## config.mk

```make
export PLATFORM = sky130hd
export DESIGN_NAME = if_prefetch_q
export DESIGN_NICKNAME = d
export VERILOG_FILES = /design/src/rtl/if_prefetch_q_pkg.sv /design/src/rtl/sync_fifo_flush.sv /design/src/rtl/if_prefetch_q.sv
export SDC_FILE = /design/constraint.sdc
export NUM_CORES = 1
export LEC_CHECK = 0
export CAP_MARGIN = 20
export CORE_UTILIZATION = 55
export DETAILED_ROUTE_END_ITERATION = 8
export GPL_TIMING_DRIVEN = 0
export PLACE_DENSITY = 0.8
export SLEW_MARGIN = 20
export SYNTH_ARGS = -nofsm -noshare
export SYNTH_HDL_FRONTEND = slang
export SYNTH_SLANG_ARGS = --single-unit
```

## constraint.sdc

```tcl
create_clock -name clk -period 8.75 [get_ports clk]
set_clock_uncertainty 0.15 [all_clocks]
set_input_delay 1.3125 -clock clk [delete_from_list [all_inputs] [get_ports clk]]
set_output_delay 1.3125 -clock clk [all_outputs]
set_load 0.05 [all_outputs]
```

## src/rtl/if_prefetch_q_pkg.sv

```systemverilog
// Shared constants and helpers for the instruction-fetch prefetch queue.
// Default widths mirror the cpu-wide instruction and address properties.
package if_prefetch_q_pkg;

    localparam int unsigned CPU_INST_WIDTH = 32;
    localparam int unsigned CPU_ADDR_WIDTH = 32;

    // Occupancy counter width able to hold 0..depth inclusive.
    function automatic int unsigned occ_width(int unsigned depth);
        return $clog2(depth + 1);
    endfunction

endpackage

```

## src/rtl/sync_fifo_flush.sv

```systemverilog
// Generic DEPTH x WIDTH synchronous FIFO with a synchronous clear and an occupancy count.
// Push is ignored when full and pop when empty; clear overrides both.
module sync_fifo_flush
    import if_prefetch_q_pkg::*;
#(
    parameter int unsigned DEPTH = 4,
    parameter int unsigned WIDTH = 64
) (
    input  logic                           clk,
    input  logic                           _rst,
    input  logic                           clr,
    input  logic                           push,
    input  logic [WIDTH-1:0]               wdata,
    input  logic                           pop,
    output logic [WIDTH-1:0]               rdata,
    output logic [$clog2(DEPTH+1)-1:0]     count
);

    localparam int unsigned PW = $clog2(DEPTH);
    localparam int unsigned CW = occ_width(DEPTH);

    logic [WIDTH-1:0] mem_q [DEPTH];
    logic [PW-1:0]    wptr_q, rptr_q;
    logic [CW-1:0]    count_q;
    logic             do_push, do_pop;

    assign do_push = push & (count_q != CW'(DEPTH));
    assign do_pop  = pop & (count_q != '0);

    always_ff @(posedge clk or negedge _rst) begin
        if (!_rst) begin
            wptr_q  <= '0;
            rptr_q  <= '0;
            count_q <= '0;
        end else if (clr) begin
            wptr_q  <= '0;
            rptr_q  <= '0;
            count_q <= '0;
        end else begin
            if (do_push) wptr_q <= wptr_q + PW'(1);
            if (do_pop)  rptr_q <= rptr_q + PW'(1);
            unique case ({do_push, do_pop})
                2'b10:   count_q <= count_q + CW'(1);
                2'b01:   count_q <= count_q - CW'(1);
                default: count_q <= count_q;
            endcase
        end
    end

    // Storage needs no reset: reads are qualified by a non-zero count upstream.
    always_ff @(posedge clk) begin
        if (do_push && !clr) mem_q[wptr_q] <= wdata;
    end

    assign rdata = mem_q[rptr_q];
    assign count = count_q;

endmodule

```

## src/rtl/if_prefetch_q.sv

```systemverilog
// Instruction-fetch front end: credit-limited requests into a flushable prefetch queue,
// valid/ready toward decode, and redirect on taken jumps.
module if_prefetch_q
    import if_prefetch_q_pkg::*;
#(
    parameter int unsigned INST_WIDTH = CPU_INST_WIDTH,
    parameter int unsigned ADDR_WIDTH = CPU_ADDR_WIDTH,
    parameter int unsigned DEPTH      = 4,
    parameter logic [ADDR_WIDTH-1:0] RESET_PC = '0,
    parameter int unsigned PC_STEP    = 4
) (
    input  logic                           clk,
    input  logic                           _rst,
    input  logic                           jump_en,
    input  logic [ADDR_WIDTH-1:0]          jump_addr,
    output logic                           inst_req,
    output logic [ADDR_WIDTH-1:0]          inst_addr,
    input  logic [INST_WIDTH-1:0]          inst_in,
    output logic                           out_valid,
    output logic [INST_WIDTH-1:0]          out_inst,
    output logic [ADDR_WIDTH-1:0]          out_pc,
    input  logic                           out_ready,
    output logic [$clog2(DEPTH+1)-1:0]     count
);

    localparam int unsigned CW = occ_width(DEPTH);
    localparam int unsigned EW = INST_WIDTH + ADDR_WIDTH;

    logic [ADDR_WIDTH-1:0] fetch_pc_q, req_pc_q;
    logic                  inflight_q;
    logic [CW-1:0]         fifo_count;
    logic [EW-1:0]         fifo_rdata;
    logic                  credit_ok, push, pop;

    // Same-cycle pops are not credited, so a granted request always has a free slot.
    assign credit_ok = ({1'b0, fifo_count} + (CW+1)'(inflight_q)) < (CW+1)'(DEPTH);
    assign inst_req  = _rst & ~jump_en & credit_ok;
    assign inst_addr = fetch_pc_q;

    // A flush kills the response returning in the same cycle.
    assign push = inflight_q & ~jump_en;
    assign pop  = out_valid & out_ready & ~jump_en;

    always_ff @(posedge clk or negedge _rst) begin
        if (!_rst) begin
            fetch_pc_q <= RESET_PC;
            req_pc_q   <= '0;
            inflight_q <= 1'b0;
        end else if (jump_en) begin
            fetch_pc_q <= jump_addr;
            inflight_q <= 1'b0;
        end else begin
            inflight_q <= inst_req;
            if (inst_req) begin
                fetch_pc_q <= fetch_pc_q + ADDR_WIDTH'(PC_STEP);
                req_pc_q   <= fetch_pc_q;
            end
        end
    end

    sync_fifo_flush #(
        .DEPTH (DEPTH),
        .WIDTH (EW)
    ) u_fifo (
        .clk   (clk),
        ._rst  (_rst),
        .clr   (jump_en),
        .push  (push),
        .wdata ({inst_in, req_pc_q}),
        .pop   (pop),
        .rdata (fifo_rdata),
        .count (fifo_count)
    );

    assign count     = fifo_count;
    assign out_valid = (fifo_count != '0);
    assign out_inst  = out_valid ? fifo_rdata[EW-1:ADDR_WIDTH] : '0;
    assign out_pc    = out_valid ? fifo_rdata[ADDR_WIDTH-1:0] : '0;

endmodule

```

# Word-level counts from Yosys, hierarchy flattened
# Memory sizes are Yosys's and may differ from the RTL's.
# Cells that the tools add are included.
classes:
  addsub: 6
  magnitude_cmp: 1
  n_eq_ne: 3
  n_mux: 13
  bitwise: 8
  n_reduce_logical: 8
op_table:
  columns: ["operator", "count"]
  rows:
  - ["32-bit 2-to-1 mux", 4]
  - ["32-bit by 3-bit adder with 32-bit output, second input constant", 1]
  - ["2-bit 2-to-1 mux", 4]
  - ["1-bit AND", 7]
  - ["3-bit one-hot mux with 2 select lines", 1]
  - ["2-bit nonzero test", 3]
  - ["3-bit nonzero test", 2]
  - ["2-bit by 1-bit adder with 2-bit output, second input constant", 2]
  - ["3-bit by 1-bit adder with 4-bit output", 1]
  - ["4-bit by 3-bit < comparator with 1-bit output, second input constant", 1]
  - ["3-bit by 1-bit adder with 3-bit output, second input constant", 1]
  - ["1-bit 2-to-1 mux", 3]
  - ["3-bit 2-to-1 mux", 1]
  - ["3-bit inequality test, second input constant", 1]
  - ["3-bit by 1-bit subtractor with 3-bit output, second input constant", 1]
  - ["2-bit by 1-bit == test with 1-bit output, second input constant", 1]
  - ["2-bit == test, second input constant", 1]
  - ["2-bit AND reduction", 1]
  - ["1-bit logical AND", 1]
  - ["1-bit zero test", 1]
  - ["1-bit inverter", 1]
totals:
  register_bits: 72
  mem_bits_rw: 256
  input_bits: 68
  out_inout_bits: 101
  elab_cells: 46
  n_memories: 1
memory_table:
  columns: ["name", "words", "word_bits", "rd", "rd_clocked_by_memory_dff", "wr", "line", "source"]
  rows:
  - ["u_fifo.mem_q", 4, 64, 1, 0, 1, "sync_fifo_flush.sv:22", "logic [WIDTH-1:0] mem_q [DEPTH];"]

# Depth between registers and ports, before layout
# Gate-level depths: netlist (run 1).
logic_depth:
  depth_word: 7
  ltp_mapped: 9
  mapped_depth_nobuf: 8

# Cells and area by module
# A second synthesis (run 1) with hierarchy kept.
hier_totals:
  hier_cells: 820
  hier_area_um2: 13335.3
modules_own_cells:
  columns: ["mod", "instances", "cells_each", "area_per_inst_um2", "seq_area_each_um2"]
  rows:
  - ["sync_fifo_flush", 1, 399, 9808.2, 7862.5]
  - ["if_prefetch_q", 1, 421, 3527.1, 1626.6]

# Worst setup path after synthesis (run 1)
# OpenSTA, ideal clock, no wires.
synth_path:
  kind: "input-to-output"
  from: "input port jump_en"
  to: "output port inst_req"
  arrival_ns: 2.583
  required_ns: 7.287
  setup_slack_ns: 4.705
  cell_stages: 7
  n_path_buf: 4
  cell_sequence: "buf_2 > nor3b_2 > nand2_1 > inv_1 > buf_2 > buf_4 > buf_2"
synth_via:
  elab_chain_cells: 3
synth_rtl:
  columns: ["item", "line", "source"]
  rows:
  - ["start, declared", "if_prefetch_q.sv:14", "input logic jump_en,"]
  - ["1-bit inverter (no source line)", null, null]
  - ["1-bit AND (2 in series)", "if_prefetch_q.sv:37", "assign inst_req = _rst & ~jump_en & credit_ok;"]
  - ["end, declared", "if_prefetch_q.sv:16", "output logic inst_req,"]
# No other way between the ends.

# Worst setup path in the final report (run 1)
layout_path:
  from: "input port _rst"
  to: "output port inst_req"
layout_via:
  elab_chain_cells: 2
layout_rtl:
  columns: ["item", "line", "source"]
  rows:
  - ["start, declared", "if_prefetch_q.sv:13", "input logic _rst,"]
  - ["1-bit AND (2 in series)", "if_prefetch_q.sv:37", null]
# No other way between the ends.

==> flow_summary.yaml, run 1 <==
status:
  outcome: "complete, no violations"
setup_path:
  worstSetupStartpointType: "primary input"
  crit_path_max_fanout: 51
  cp.required_ns: 7.29
  criticalPathCategory: "primary input to output pin"
  slowest_stage: "clkdlybuf4s50_1"
  cp_slowest_stage_delay_ns: 0.85
  worstPathArrival_ns: 4.35
  crit_family: "buffers and inverters"
  cp-end-kind: "output pin"
  cp_cell_sequence: "buf_4 > buf_16 > nor3b_2 > nand2_1 > inv_1 > buf_2 > buf_4 > buf_2 > clkdlybuf4s50_1"
  cp_num_buf_inv: 7
cells_and_area:
  multi_input_area_um2: 3510
  final_cell_count_no_fill: 1349
  diodes: 0
  final_layout_size_suffix_gt1_frac: 0.148
  seq_area_um2: 9490
  area_delta_synth_final_pct: 24.2
  num-fill-cells: 1514
  fin_util: 0.698
  fin_nets: 1080
clocking:
  postCtsSetupRepairBufs: 0
  cts_sinks: 328
  cts-resized-gates: 0
  cts_made_buffers: 31
  clk_pin_slew_ns: 0.06
  ctsHoldBuffers: 0
  clock_path_buffers: 3
  clkLatencyLatePin_ns: 0.55
  cts_root_buffer: "clkbuf_16"
  cts_tree: "built"
  htree_num_levels: 1
yosys:
  yosys_warnings: 0
  synthTopCellsByArea: "edfxtp_1 58%, dfrtp_1 14%, mux4_2 11%"
  synth_xor_area_frac: 0.00398
  mappedNetlistArea_um2: 13200
  synth.top_cell.area_share: 0.583
  synth_fa_ha_area_frac: 0.00626
  synth_compound_area_frac: 0.0354
  synth_top_family_by_area: "multiplexers"
  yosys.area_share.simple: 0.106
  synthesis.instances: 801
  synth_fp_nets: 875
  ys_types: 50
  muxShareOfSynthArea: 0.114
  yosys_register_bits: 328
  async_flop_share: 0.220
  yosys_most_used_dff: "edfxtp_1"
  syn_area_per_cell_um2: 16.5
  ys_seq_area_frac: 0.719
  synth-edff-count: 256
  yosys.area.top_type: "edfxtp_1"
routing:
  detail-route-antenna-nets: 0
  firstDrtPassIters: 6
  routed_wl_um: 28000
  wl_per_cell_um: 20.7
  drc_errors: 0
  via_count: 7739
  first_iter_violations: 660
  drt-vias-per-instance: 5.74
power_and_ir_drop:
  powerDensity_nw_per_um2: 301
  leakage_nw: 5.76
  vdd_drop_max_v: 0.000204
global_route:
  antenna_found_initial: 0
  grt_use_total: 0.233
  first_global_vias: 7627
  grt_overflow: 0
  grt_pass1_wl_um: 42700
  grt_max_degree: 52
sta:
  slew_viol_final: 0
  relSlewSlack: 0.395
  rsz0062_at_grt: "false"
  hold_violations: 0
  timing.fmax_ghz: 0.172
  setup_ws_ns: 2.94
  final.setup.tns_ns: 0
  worst_slew_pin_slew_ns: 0.907
  fin_crit_sh: 0.664
  period_minus_slack_ns: 5.81
  setup_viol: 0
floorplan:
  rows: 56
  core_um2: 23500
  initial_core_util: 0.562
  fp.dieW_um: 157
  io_pins: 169
  die_h_um: 157
  die_area_um2: 24600
placed_design:
  place_hpwl_um: 18000
  gp_congestion: 0.855
  place_ws_ns: 2.98
  dp.cells: 1292
  port-buffer-count: 167
worst_hold_path:
  worstHoldPathType: "flip-flop to flip-flop"
flow_run:
  max_cap_viol_count: 0
==> report_power, final <==
group          internal (mW)  total (mW)  switching, mW
clock network          0.736        1.29          0.559
logic                  0.627        1.70           1.07
registers               1.83        1.95          0.113
==> stage by stage <==
step	cell area, um2	total power [mW]	hold WS, ns
finish	16400	4.94	0.368
global route	16400	5.14	0.392
CTS	16400	4.98	0.373
detailed placement	15400	3.69	0.360
global placement	15300	3.65	0.343
floorplan	13200	3.10	0.326
==> final timing paths <==
check                              from                  end  slack (ns)  cells after the start
setup / recovery                   _rst             inst_req        2.94                      9
hold / removal             req_pc_q[19]  u_fifo.mem_q[0][19]        0.37                      0
setup reg to reg           inst_addr[2]        inst_addr[30]        6.24                      6
hold reg to reg            req_pc_q[19]  u_fifo.mem_q[0][19]        0.37                      0
max in group asynchronous          _rst          req_pc_q[5]        7.36                      2
min in group asynchronous          _rst         req_pc_q[16]        0.51                      1
==> cell usage in the layout, fill, tap and decap left out, types with 4 or more instances in the layout <==
cell	synthesis	layout
nand2_1	129	129
buf_1	6	6
and2_1	68	64
o311ai_0	5	5
clkdlybuf4s50_1	0	166
inv_1	8	8
clkinv_2	0	4
dfrtp_1	72	72
buf_2	12	12
o211ai_1	9	9
a221o_1	6	6
clkinv_1	0	9
nand3_1	21	21
clkinvlp_4	0	6
mux2i_1	4	4
clkbuf_1	21	22
a32oi_1	4	4
nor2_1	20	20
a31o_2	4	4
mux4_2	64	64
o21ai_0	19	19
a21oi_1	7	7
and2_4	0	4
clkbuf_16	0	31
and3_1	6	6
edfxtp_1	256	256
ha_1	5	5
nand4_1	6	6
==> metal layers <==
layer  GRT usage  vias to the layer above  part of all wire
li1            -                     3483                 -
met1       0.332                     3875              0.42
met2       0.380                      333              0.49
met3      0.0357                       48             0.072
met4      0.0621                        0             0.018
met5           0                        -                 0
==> sequential cells by signal, summed over array words and instances, names as in the netlist <==
signal	count
inflight_q	1
inst_addr	32
req_pc_q	32
u_fifo.count	3
u_fifo.mem_q	256
u_fifo.rptr_q	2
u_fifo.wptr_q	2
==> cells by family after synthesis <==
group | count (synthesis)
flops | 328
simple gates | 276
mux | 70
compound gates | 66
buf+inv | 49
xor+xnor | 6
fa+ha+maj | 6
==> cell type report <==
type                       count  area share
clock inverter                25      0.0131
multi-input combinational    424       0.214
tap                          319      0.0244
timing repair buffer         172       0.109
sequential                   328       0.579
clock buffer                  32      0.0476
buffer                        41      0.0108
inverter                       8     0.00183
==> cell usage after synthesis, types with 2 or more instances <==
cell	instances
a21oi_1	7
a221o_1	6
a22oi_1	2
a31o_2	4
a31oi_1	3
a32oi_1	4
and2_1	68
and3_1	6
buf_1	6
buf_2	12
buf_4	2
clkbuf_1	21
dfrtp_1	72
edfxtp_1	256
ha_1	5
inv_1	8
mux2_2	2
mux2i_1	4
mux4_2	64
nand2_1	129
nand2_2	2
nand2b_1	2
nand3_1	21
nand4_1	6
nand4_2	3
nor2_1	20
nor3_1	3
nor3b_1	2
o211ai_1	9
o21ai_0	19
o311ai_0	5
o311ai_1	2
or3_1	3
or4_1	3
xnor2_1	3
xor2_1	3
(Power assumes the default switching activity.)
==> run 2: changes to the inputs <==
--- a/config.mk
+++ b/config.mk
@@ -6,10 +6,10 @@
 export NUM_CORES = 1
 export LEC_CHECK = 0
 export CAP_MARGIN = 20
-export CORE_UTILIZATION = 55
+export CORE_UTILIZATION = 50
 export DETAILED_ROUTE_END_ITERATION = 8
 export GPL_TIMING_DRIVEN = 0
-export PLACE_DENSITY = 0.8
+export PLACE_DENSITY = 0.77
 export SLEW_MARGIN = 20
 export SYNTH_ARGS = -nofsm -noshare
 export SYNTH_HDL_FRONTEND = slang
==> constraint.sdc (replaced) <==
create_clock -name clk -period 5.03 [get_ports clk]
set_clock_uncertainty 0.15 [all_clocks]
set_input_delay 0.7545 -clock clk [delete_from_list [all_inputs] [get_ports clk]]
set_output_delay 0.7545 -clock clk [all_outputs]
set_load 0.05 [all_outputs]
==> run 2 against run 1 <==
Power rose by 79%. Highest routed layer unchanged. Critical endpoint unchanged. Hold slack worse by 0.33 ns. Register-to-register slack got worse by 3.8 ns. Utilization shrank 6.1 points. Clock power is 93% higher. Via count grew 1.1%. Final cell count is 1.6% higher. Critical path type unchanged. Non-clock buffer count unchanged.
==> flow_summary.yaml, run 2 (synthesized netlist as in run 1, its figures left out) <==
setup_path:
  cp-end-kind: "output pin"
  worstSetupStartpointType: "primary input"
  cp_cell_sequence: "buf_4 > buf_12 > nor3b_2 > nand2_1 > inv_1 > buf_2 > buf_4 > buf_2 > clkdlybuf4s50_1"
  worstPathArrival_ns: 3.82
  criticalPathCategory: "primary input to output pin"
  crit_family: "buffers and inverters"
  cp_num_buf_inv: 7
  slowest_stage: "clkdlybuf4s50_1"
  crit_path_max_fanout: 43
  cp.required_ns: 4.13
  cp_slowest_stage_delay_ns: 0.85
floorplan:
  die_h_um: 164
  die_area_um2: 27000
  initial_core_util: 0.508
  io_pins: 169
  rows: 59
  fp.dieW_um: 164
  core_um2: 26000
global_route:
  grt_use_total: 0.217
  grt_overflow: 0
  first_global_vias: 7905
  antenna_found_initial: 0
  grt_max_degree: 44
  grt_pass1_wl_um: 43500
clocking:
  cts_tree: "built"
  ctsHoldBuffers: 0
  postCtsSetupRepairBufs: 0
  cts-resized-gates: 0
  clkLatencyLatePin_ns: 0.50
  cts_root_buffer: "clkbuf_16"
  cts_sinks: 328
  cts_made_buffers: 36
  clk_pin_slew_ns: 0.06
  htree_num_levels: 2
  clock_path_buffers: 3
routing:
  firstDrtPassIters: 5
  routed_wl_um: 28500
  drt-met1-wl_um: 11500
  drc_errors: 0
  detail-route-antenna-nets: 0
  wl_met2_um: 14400
  topRoutingLayerUsed: "met4"
  wl_per_cell_um: 20.8
  via_count: 7823
  drt-vias-per-instance: 5.71
  wl_met3_um: 2070
  first_iter_violations: 628
cells_and_area:
  largest_reg_flops: 256
  area_delta_synth_final_pct: 25.5
  final_common_cell: "edfxtp_1"
  regMostFlops: "u_fifo.mem_q"
  fin_nets: 1085
  post-route-cell-area_um2: 16600
  final_layout_size_suffix_gt1_frac: 0.150
  fin_util: 0.637
  num-fill-cells: 1868
  final_cell_count_no_fill: 1371
  diodes: 0
  final_cell_mix: "256 x edfxtp_1, 166 x clkdlybuf4s50_1, 129 x nand2_1, 72 x dfrtp_1"
sta:
  rsz0062_at_grt: "false"
  period_minus_slack_ns: 4.72
  slew_viol_final: 0
  timing.fmax_ghz: 0.212
  fin_crit_sh: 0.939
  worst_slew_pin_slew_ns: 0.902
  hold_violations: 0
  setup_viol: 0
  relSlewSlack: 0.399
placed_design:
  port-buffer-count: 167
  gp_congestion: 0.843
  dp.cells: 1308
  place_area_um2: 15400
  place_hpwl_um: 18500
status:
  outcome: "complete, no violations"
worst_hold_path:
  worstHoldPathType: "primary input to asynchronous set/reset pin"
power_and_ir_drop:
  powerDensity_nw_per_um2: 533
  leakage_nw: 5.85
  vdd_drop_max_v: 0.000424
flow_run:
  max_cap_viol_count: 0
run 2: path summary, 6_finish.rpt:
kind,startpoint,endpoint,slack [ns],cells past startpoint
worst min-delay path,_rst,req_pc_q[16],0.04,1
worst max register to register,inst_addr[3],inst_addr[26],2.45,6
worst max-delay path,_rst,inst_req,0.31,9
worst min register to register,req_pc_q[15],u_fifo.mem_q[1][15],0.36,0
max in group asynchronous,_rst,u_fifo.rptr_q[0],4.10,2
min in group clk,req_pc_q[15],u_fifo.mem_q[1][15],0.36,0
run 2: routing by layer:
metal,GRT usage,up-vias
met1,0.288,3971
met4,0.0596,0
met5,0,-
met2,0.370,321
met3,0.0404,43
li1,-,3488
run 2: cell type report:
class | count | area [um2] | area share
sequential | 328 | 9490 | 0.573
tap | 335 | 419 | 0.0253
inverter | 8 | 30.0 | 0.00181
timing repair buffer | 172 | 1800 | 0.109
clock inverter | 15 | 123 | 0.00741
buffer | 41 | 176 | 0.0107
clock buffer | 48 | 1010 | 0.0609
multi-input combinational | 424 | 3510 | 0.212
run 2: power breakdown:
group	switching (mW)	internal, mW	total (mW)
clock network	0.983	1.50	2.49
logic	1.86	1.09	2.96
registers	0.197	3.19	3.39
total	3.04	5.78	8.83
run 2: stage by stage:
| step | power, mW | hold WS (ns) | setup TNS [ns] | worst slack (ns) |
|---|---|---|---|---|
| global route | 9.19 | 0.0669 | 0 | 0.0835 |
| global placement | 6.38 | 0.342 | -43.37 | -2.17 |
| finish | 8.83 | 0.0413 | 0 | 0.308 |
| CTS | 8.92 | 0.0452 | 0 | 0.344 |
| detailed placement | 6.42 | 0.348 | 0 | 0.358 |
| floorplan | 5.39 | 0.309 | 0 | 1.64 |
==> edit 1, RTL diff (flow settings as in run 2) <==
The package constant `CPU_ADDR_WIDTH` goes from 32 to 48.
--- a/src/rtl/if_prefetch_q_pkg.sv
+++ b/src/rtl/if_prefetch_q_pkg.sv
@@ -3,7 +3,7 @@
 package if_prefetch_q_pkg;
 
     localparam int unsigned CPU_INST_WIDTH = 32;
-    localparam int unsigned CPU_ADDR_WIDTH = 32;
+    localparam int unsigned CPU_ADDR_WIDTH = 48;
 
     // Occupancy counter width able to hold 0..depth inclusive.
     function automatic int unsigned occ_width(int unsigned depth);
Interface: changed (resized inst_addr, jump_addr and out_pc); port bits go from 169 to 217. The function was not compared with the original's and may differ.
==> edit 1 against run 2 <==
Setup slack gained 66 ps; global-route usage increased by 0.63 points; synthesized area up 31%; wire length increased by 37%; total power up 29%; cell count increased by 27%; cell area up 30%; critical path depth decreased by 3; sequential share of layout area shrank 0.62 points; combinational power up 32%; sequential cell count increased by 96; largest power group unchanged; core utilization grew 0.21 points.
==> edit 1: results <==
export IMPL_status="completed"
export IMPL_power_switching_w=0.00397
export IMPL_pg_clk_w=0.00305
export IMPL_synth_xor_area_frac=0.0178
export IMPL_synthAdderAreaFrac=0.00479
export IMPL_arrival_ps=3750
export IMPL_use_met3=0.0492
export IMPL_routed_wl_met3_um=3340
export IMPL_clock_latency_ps=540
export IMPL_grt_pass1_vias=10000
export IMPL_critical_path_endpoint="out_pc[14]"
export IMPL_syn_num_nets=1083
export IMPL_met1_usage=0.318
export IMPL_gp_congestion=0.811
export IMPL_cp_max_fo=11
export IMPL_final_layout_size_suffix_gt1_frac=0.188
export IMPL_wl_met2_um=18600
export IMPL_antenna_found_initial=1
export IMPL_dp_worst_setup_slack_ps=546
export IMPL_ys_seq_area_frac=0.708
export IMPL_synth_cells=993
export IMPL_relSlewSlack=0.373
export IMPL_n_fill_cell=2372
export IMPL_finalNonFillerCells=1745
export IMPL_r2r_start="u_fifo.count[2]$_DFFE_PN0P_"
export IMPL_dp_hpwl_um=25500
export IMPL_setup_slack_ps=375
export IMPL_cts_made_buffers=43
export IMPL_critPathKind="register to output port"
export IMPL_grt_use_met2=0.352
export IMPL_synth_area_leaders="edfxtp_1 56%, dfrtp_1 15%, mux4_2 10%, mux2_2 3.5%, and2_1 3.1%"
export IMPL_synth_common_cells="320 x edfxtp_1, 104 x dfrtp_1, 85 x and2_1"
export IMPL_r2r_cells=7
export IMPL_drt_initial_drc_count=868
export IMPL_peakVddDrop_mv=0.349
export IMPL_synth_edff_count=320
-- edit 1: final cells by class --
| type | count | area (µm²) | area share |
|---|---|---|---|
| sequential | 424 | 12200 | 0.567 |
| multi-input combinational | 510 | 4790 | 0.222 |
| timing repair buffer | 224 | 2360 | 0.109 |
| clock buffer | 55 | 1180 | 0.0550 |
| tap | 448 | 561 | 0.0260 |
| buffer | 50 | 215 | 0.00999 |
| clock inverter | 23 | 181 | 0.00842 |
| inverter | 9 | 33.8 | 0.00157 |
| antenna | 2 | 5.00 | 0.000232 |
-- edit 1: repair_timing --
action	in CTS	in global routing
endpoints found under the hold margin	37	0
hold buffers	1	0
buffers inserted	0	0
-- edit 1: through the flow --
stage	hold WS [ps]	area, µm²
4_1_cts	18.2	21500
6_report	24.4	21500
2_1_floorplan	309	17200
3_5_place_dp	353	20100
3_3_place_gp	335	20000
5_1_grt	17.0	21500
==> edit 2, RTL diff (flow settings as in run 2) <==
Made on the original files. Reset style: synchronous (`_rst`), changed in 2 clocked blocks.
--- a/src/rtl/sync_fifo_flush.sv
+++ b/src/rtl/sync_fifo_flush.sv
@@ -27,7 +27,7 @@
     assign do_push = push & (count_q != CW'(DEPTH));
     assign do_pop  = pop & (count_q != '0);
 
-    always_ff @(posedge clk or negedge _rst) begin
+    always_ff @(posedge clk) begin
         if (!_rst) begin
             wptr_q  <= '0;
             rptr_q  <= '0;
--- a/src/rtl/if_prefetch_q.sv
+++ b/src/rtl/if_prefetch_q.sv
@@ -41,7 +41,7 @@
     assign push = inflight_q & ~jump_en;
     assign pop  = out_valid & out_ready & ~jump_en;
 
-    always_ff @(posedge clk or negedge _rst) begin
+    always_ff @(posedge clk) begin
         if (!_rst) begin
             fetch_pc_q <= RESET_PC;
             req_pc_q   <= '0;
Formal check against the unedited RTL: differs if _rst is asserted again (counterexample within 4 cycles, from zero or initial values and one cycle with _rst low); with _rst held inactive, the same outputs for 4 cycles.
==> edit 2 against run 2 <==
Wire length fell by 3.1%; sequential cell count rose by 2; critical path depth down 4; synthesized area down 0.54%; setup slack improved by 510 ps; non-clock buffer count rose by 6; critical endpoint is now out_pc[2]; cell area fell by 2.0%; largest cell class unchanged.
Power is not compared: it rests on default switching activity, and its combinational part moved more than twofold at a synthesized area within 25%.
==> edit 2: results <==
export IMPL_final_layout_size_suffix_gt1_frac=0.138
export IMPL_arrival_ps=3300
export IMPL_clock_latency_ps=540
export IMPL_n_fill_cell=1832
export IMPL_worst_slew_pin_slew_ps=775
export IMPL_synth_area_leaders="edfxtp_1 59%, dfxtp_1 11%, mux4_2 11%, and2_1 3.3%, nand2_1 2.3%"
export IMPL_dp_hpwl_um=18400
export IMPL_syn_num_nets=904
export IMPL_ys_seq_area_frac=0.699
export IMPL_place_area_um2=15300
export IMPL_ys_async_sr_fraction=0
export IMPL_cp_max_fo=10
export IMPL_cts_made_buffers=31
export IMPL_grt_pass1_vias=7709
export IMPL_gp_congestion=0.937
export IMPL_regToRegSetupSlack_ps=1850
export IMPL_grt_pass1_wl_um=42500
export IMPL_grt_max_degree=35
export IMPL_drt_initial_drc_count=546
export IMPL_dp_worst_setup_slack_ps=901
export IMPL_num_nets_final=1108
export IMPL_routed_wl_um=27700
export IMPL_worstReg2RegEnd="u_fifo.count[2]$_SDFFE_PP0P_"
export IMPL_r2r_start="u_fifo.count[0]$_SDFFE_PP0P_"
export IMPL_ys_types=54
export IMPL_grt_usage=0.209
export IMPL_cts_htree_levels=1
export IMPL_num_vias=7862
export IMPL_slowest_delay_ps=820
export IMPL_status="completed"
-- edit 2: cell type report --
type                            instances  area [µm²]  area share
Sequential cell                       330        9170       0.565
Multi-Input combinational cell        439        3680       0.227
Timing Repair Buffer                  171        1750       0.108
Clock buffer                           48         870      0.0536
Tap cell                              330         413      0.0255
Buffer                                 48         241      0.0149
Clock inverter                          9        51.3     0.00316
Inverter                               12        45.0     0.00278
-- edit 2: power breakdown --
part / internal [W] / switching, W / total (W)
Combinational: 0.000138 / 0.000202 / 0.000340
Sequential: 0.00297 / 0.0000490 / 0.00302
Clock: 0.00119 / 0.000939 / 0.00213
Total: 0.00429 / 0.00119 / 0.00548
-- edit 2: tightest hold or removal path, delay by kind of cell (launching register included) --
family / cells / cell delay [ps]
AO/OA/AOI/OAI: 1 / 50
flip-flops: 1 / 330
AND/OR/NAND/NOR: 1 / 60
-- edit 2: worst max path at each step --
stage | endpoint | slack [ps] | depth (start not counted)
after global routing | out_pc[2] | 550 | 5
after global placement | u_fifo.mem_q[1][4]$_DFFE_PP_ | 490 | 3
after floorplan | u_fifo.mem_q[0][0]$_DFFE_PP_ | 1720 | 3
final | out_pc[2] | 820 | 5
after CTS | out_pc[0] | 700 | 5
after detailed placement | inst_req | 900 | 6
-- edit 2: kinds of logic after synthesis --
kind of cell	after synthesis	share of synthesized area
flops	330	0.699
simple gates	244	0.102
compound gates	106	0.0479
mux	69	0.114
buf+inv	60	0.0218
xor+xnor	13	0.00868
fa+ha+maj	7	0.00725
-- edit 2: per-layer routing --
metal / vias up / wire [µm] / track usage
li1: 3606 / - / -
met1: 3865 / 12000 / 0.299
met2: 349 / 13200 / 0.341
met3: 42 / 1950 / 0.0290
met4: 0 / 508 / 0.0530
met5: - / 0 / 0
-- edit 2: metrics by stage --
step | utilization | instances | hold WS, ps
after global routing | 0.637 | 1387 | 360
after detailed placement | 0.601 | 1330 | 335
after floorplan | - | 829 | 310
after CTS | 0.637 | 1387 | 346
after global placement | 0.597 | 1326 | 327
final | 0.637 | 1387 | 336
